File: src/rtl/prbs_pkg.sv
// Shared definitions for the PRBS generator/checker.
//   chk_state_e : checker lock state (HUNT while searching, LOCKED while tracking)
//   tap_of()    : second feedback tap for each supported polynomial order
//                 (7, 15, 23, 31); returns 0 for an unsupported order.
package prbs_pkg;

  typedef enum logic {
    HUNT,
    LOCKED
  } chk_state_e;

  // Feedback taps: x^7+x^6+1, x^15+x^14+1, x^23+x^18+1, x^31+x^28+1.
  function automatic int unsigned tap_of(input int unsigned order);
    case (order)
      7:       return 6;
      15:      return 14;
      23:      return 18;
      31:      return 28;
      default: return 0;
    endcase
  endfunction

endpackage

File: src/rtl/prbs_lfsr_step.sv
// Combinational Fibonacci LFSR advance by DataW bits.
// Ports:
//   state      in   Order  current LFSR state (bit 0 = newest bit)
//   data       out  DataW  generated bits, bit 0 earliest in time
//   next_state out  Order  state after DataW shifts
module prbs_lfsr_step
  import prbs_pkg::*;
#(
  parameter int unsigned DataW = 32,
  parameter int unsigned Order = 31
) (
  input  logic [Order-1:0] state,
  output logic [DataW-1:0] data,
  output logic [Order-1:0] next_state
);

  localparam int unsigned Tap = tap_of(Order);

  always_comb begin
    logic [Order-1:0] s;
    logic             fb;
    s    = state;
    data = '0;
    for (int i = 0; i < DataW; i++) begin
      fb      = s[Order-1] ^ s[Tap-1];
      data[i] = fb;
      s       = {s[Order-2:0], fb};
    end
    next_state = s;
  end

endmodule

File: config.mk
export PLATFORM = sky130hd
export DESIGN_NAME = prbs_lfsr_step
export DESIGN_NICKNAME = d
export VERILOG_FILES = /design/src/rtl/prbs_pkg.sv /design/src/rtl/prbs_lfsr_step.sv
export SDC_FILE = /design/constraint.sdc
export NUM_CORES = 1
export LEC_CHECK = 0
export BUFFER_PORTS_ARGS = -buffer_cell sky130_fd_sc_hd__buf_4
export CELL_PAD_IN_SITES_DETAIL_PLACEMENT = 1
export CELL_PAD_IN_SITES_GLOBAL_PLACEMENT = 1
export CORE_ASPECT_RATIO = 0.7
export CORE_MARGIN = 2
export CORE_UTILIZATION = 15
export DETAILED_ROUTE_END_ITERATION = 10
export GPL_TIMING_DRIVEN = 0
export PLACE_DENSITY_LB_ADDON = 0.25
export SYNTH_ARGS = -nofsm -noshare
export SYNTH_HDL_FRONTEND = slang
export SYNTH_SLANG_ARGS = --single-unit
export TNS_END_PERCENT = 100
File: constraint.sdc
create_clock -name vclk -period 0.9
set_clock_uncertainty 0.2 [all_clocks]
set_input_delay 0.09 -clock vclk [all_inputs]
set_output_delay 0.09 -clock vclk [all_outputs]
set_load 0.02 [all_outputs]
-- Word level (Yosys, flattened, before mapping)
Index checks and enable logic that the tools add are counted.
- $add $sub $neg: 0
- reductions and logical operators: 0
- $lt $le $gt $ge: 0
- bitwise gates (word level): 32
- equality and inequality tests: 0
- $mul: 0
- mux-type cells: 0
- div/mod/pow operators: 0
- shift-type cells: 0
- operators by type and width (operator ; number):
    $xor 1x1->1 ; 32
- latch bits: 0
- ROM bits: 0
- bits of input ports: 31
- output and inout bits: 63
- bits in registers: 0
- memories: 0
- RAM bits: 0

-- Depth between registers and ports, before layout
- depth after elaboration: 2
- depth in mapped cells: 2
- depth with buffers taken out: 1

-- Worst setup path after synthesis
No wires, ideal clock.
- kind: input port to output port
- start: input port state[0]
- end: output port next_state[1]
- slack: -0.177 ns
- stages: 2
- required time: 0.610 ns
- arrival time: 0.787 ns
- cell sequence: xor3_1 buf_4
- cells in the longest elaborated chain, start to end: 1
- RTL lines (item ; RTL line ; text):
    start, declared ; prbs_lfsr_step.sv:12 ; input logic [Order-1:0] state,
    $xor 1x1->1 ; prbs_lfsr_step.sv:25 ; fb = s[Order-1] ^ s[Tap-1];
    end, declared ; prbs_lfsr_step.sv:14 ; output logic [Order-1:0] next_state
Every way passes these cells.

-- Worst setup path after layout
Ends and elaborated chain as after synthesis.

==> flow_metrics.env <==
export IMPL_n_antenna_cell=0
export IMPL_vias=645
export IMPL_grt_pass1_vias=715
export IMPL_place_congestion=0.6097
export IMPL_setup_violations=15
export IMPL_crit_path_max_fanout=2
export IMPL_ant_nets=0
export IMPL_avgSynthCellArea_um2=8.858
export IMPL_timing_hold_ws_ns=0.2602
export IMPL_swShare=0.4834
export IMPL_hp_start="state[10]"
export IMPL_violations="setup timing"
export IMPL_drc_errors=0
export IMPL_grt_usage=0.09872
export IMPL_grt_max_degree=4
export IMPL_initial_core_util=0.1578
export IMPL_p_sw_uw=773.7
export IMPL_syn2layout_area_growth_pct=204.9
export IMPL_drt_first_iter_violations=3
export IMPL_final_common_cell="buf_6"
export IMPL_hold_path_cell_count=3
export IMPL_syn_inst=63
export IMPL_worst_pin_slew_ns=0.1967
export IMPL_outcome="finished, violations left"
export IMPL_drv_slew=0
export IMPL_fp_row_count=18
export IMPL_pwr_share_clk=0
export IMPL_cp_data_required_time_ns=0.61
export IMPL_io_pins=94
export IMPL_whs_endpoint="next_state[11]"
export IMPL_finalNetCount=170
export IMPL_max_freq_mhz=883.2
export IMPL_rsz0062_at_grt="yes"
export IMPL_drt_total_wl_um=2326
export IMPL_dp_slack_ns=-0.2887
export IMPL_max_cap_viol_count=0
export IMPL_crit_start="state[0]"
export IMPL_dpl_cell_count=207
export IMPL_drive_gt1_frac=0.9927
export IMPL_seq_cells=0
export IMPL_critical_path_endpoint_type="output pin"
export IMPL_syn_area_um2=558.0
export IMPL_wl_met3_um=328
export IMPL_utilization=0.4812
export IMPL_highest_layer="met3"
export IMPL_die_height_um=55.03
export IMPL_cp_start_kind="primary input"
export IMPL_cell_internal_pwr_uw=826.9
export IMPL_ys_warn_count=0
export IMPL_power_frac_comb=1.000
export IMPL_seqPwrFrac=0
export IMPL_syn_num_nets=94
export IMPL_cts_hold_buf=0
export IMPL_die_x_um=76.90
export IMPL_power_density_mw_per_mm2=940.6
export IMPL_hold_viol=0
export IMPL_dp_hpwl_um=2081
export IMPL_post_route_min_period_ns=1.132
export IMPL_cp_arrival_ns=0.84
export IMPL_wl_met2_um=1278
export IMPL_yosysUniqueCellTypes=3
export IMPL_relSlewSlack=0.8688
export IMPL_min_path_type="in2out"
export IMPL_coreArea_mm2=0.003536
export IMPL_wire_per_inst_um=12.44
export IMPL_ir_drop_mv=0.3814
export IMPL_vias_per_cell=3.449
export IMPL_layout_common_cells="buf_6, buf_4, xor2_2, buf_8, xor2_4"
export IMPL_regArea_um2=0
export IMPL_clkbuf_count=0
export IMPL_grt_pass1_wl_um=3374
export IMPL_fin_cells=187
export IMPL_post_route_period_util=1.258
export IMPL_die_area_mm2=0.004232
export IMPL_fin_ws_ns=-0.2322
export IMPL_port_buffers=94
export IMPL_p_leak_nw=0.8090
export IMPL_drtPass1Iterations=2
export IMPL_wl_met1_um=720
export IMPL_crit_type="in2out"
export IMPL_antenna_found_initial=0
export IMPL_ys_seq_area_frac=0
export IMPL_gr_total_overflow=0
-- cells by family (layout without fill, tap and decap cells) --
group | Yosys count | after routing | share of synthesized area
XOR/XNOR | 32 | 32 | 0.5830
buffers and inverters | 31 | 105 | 0.4170
-- layer usage --
layer / vias up / track usage
li1: 284 / -
met1: 305 / 0.09852
met2: 56 / 0.2076
met3: 0 / 0.04383
met4: 0 / 0
met5: - / 0
-- critical path: stages --
cell and delay, ns:
buf_8 0.07, xor3_2 0.43, buf_6 0.13, buf_6 0.12
-- synth_stat cells --
master | n | area share
buf_4 | 31 | 0.42
xor2_1 | 29 | 0.46
xor3_1 | 3 | 0.13
-- worst max path at each step --
| stage | endpoint | cells past startpoint |
|---|---|---|
| 3_3_place_gp | next_state[2] | 4 |
| 5_1_grt | next_state[1] | 4 |
| 2_1_floorplan | next_state[1] | 2 |
| 3_5_place_dp | next_state[3] | 4 |
| 4_1_cts | next_state[3] | 4 |
| 6_report | next_state[1] | 4 |
-- area by class of cell --
class / instances / area, µm²
Timing Repair Buffer: 98 / 983.4
Fill cell: 370 / 1834
Multi-Input combinational cell: 32 / 584.3
Tap cell: 50 / 62.56
Buffer: 7 / 71.32
-- metrics by stage --
| stage | TNS [ns] | total power, mW | cell area, µm² |
|---|---|---|---|
| after floorplan | -0.3825 | 0.8352 | 783.3 |
| after global placement | -2.895 | 1.508 | 1551 |
| after detailed placement | -3.162 | 1.534 | 1551 |
| after CTS | -1.762 | 1.558 | 1615 |
| after global routing | -2.031 | 1.681 | 1702 |
| final | -1.731 | 1.601 | 1702 |
-- power groups by stage --
stage | logic [mW] | registers, mW | clock network (mW)
3_3_place_gp | 1.51 | 0 | 0
2_1_floorplan | 0.835 | 0 | 0
5_1_grt | 1.68 | 0 | 0
4_1_cts | 1.56 | 0 | 0
3_5_place_dp | 1.53 | 0 | 0
6_report | 1.60 | 0 | 0
-- repair_timing --
item                                    4_1_cts  5_1_grt
endpoints found under the setup margin       34       18
pin swaps                                    29        3
resized for setup                            57       15
buffers inserted                              3        1
No activity file was read; power rests on OpenSTA's default activity.
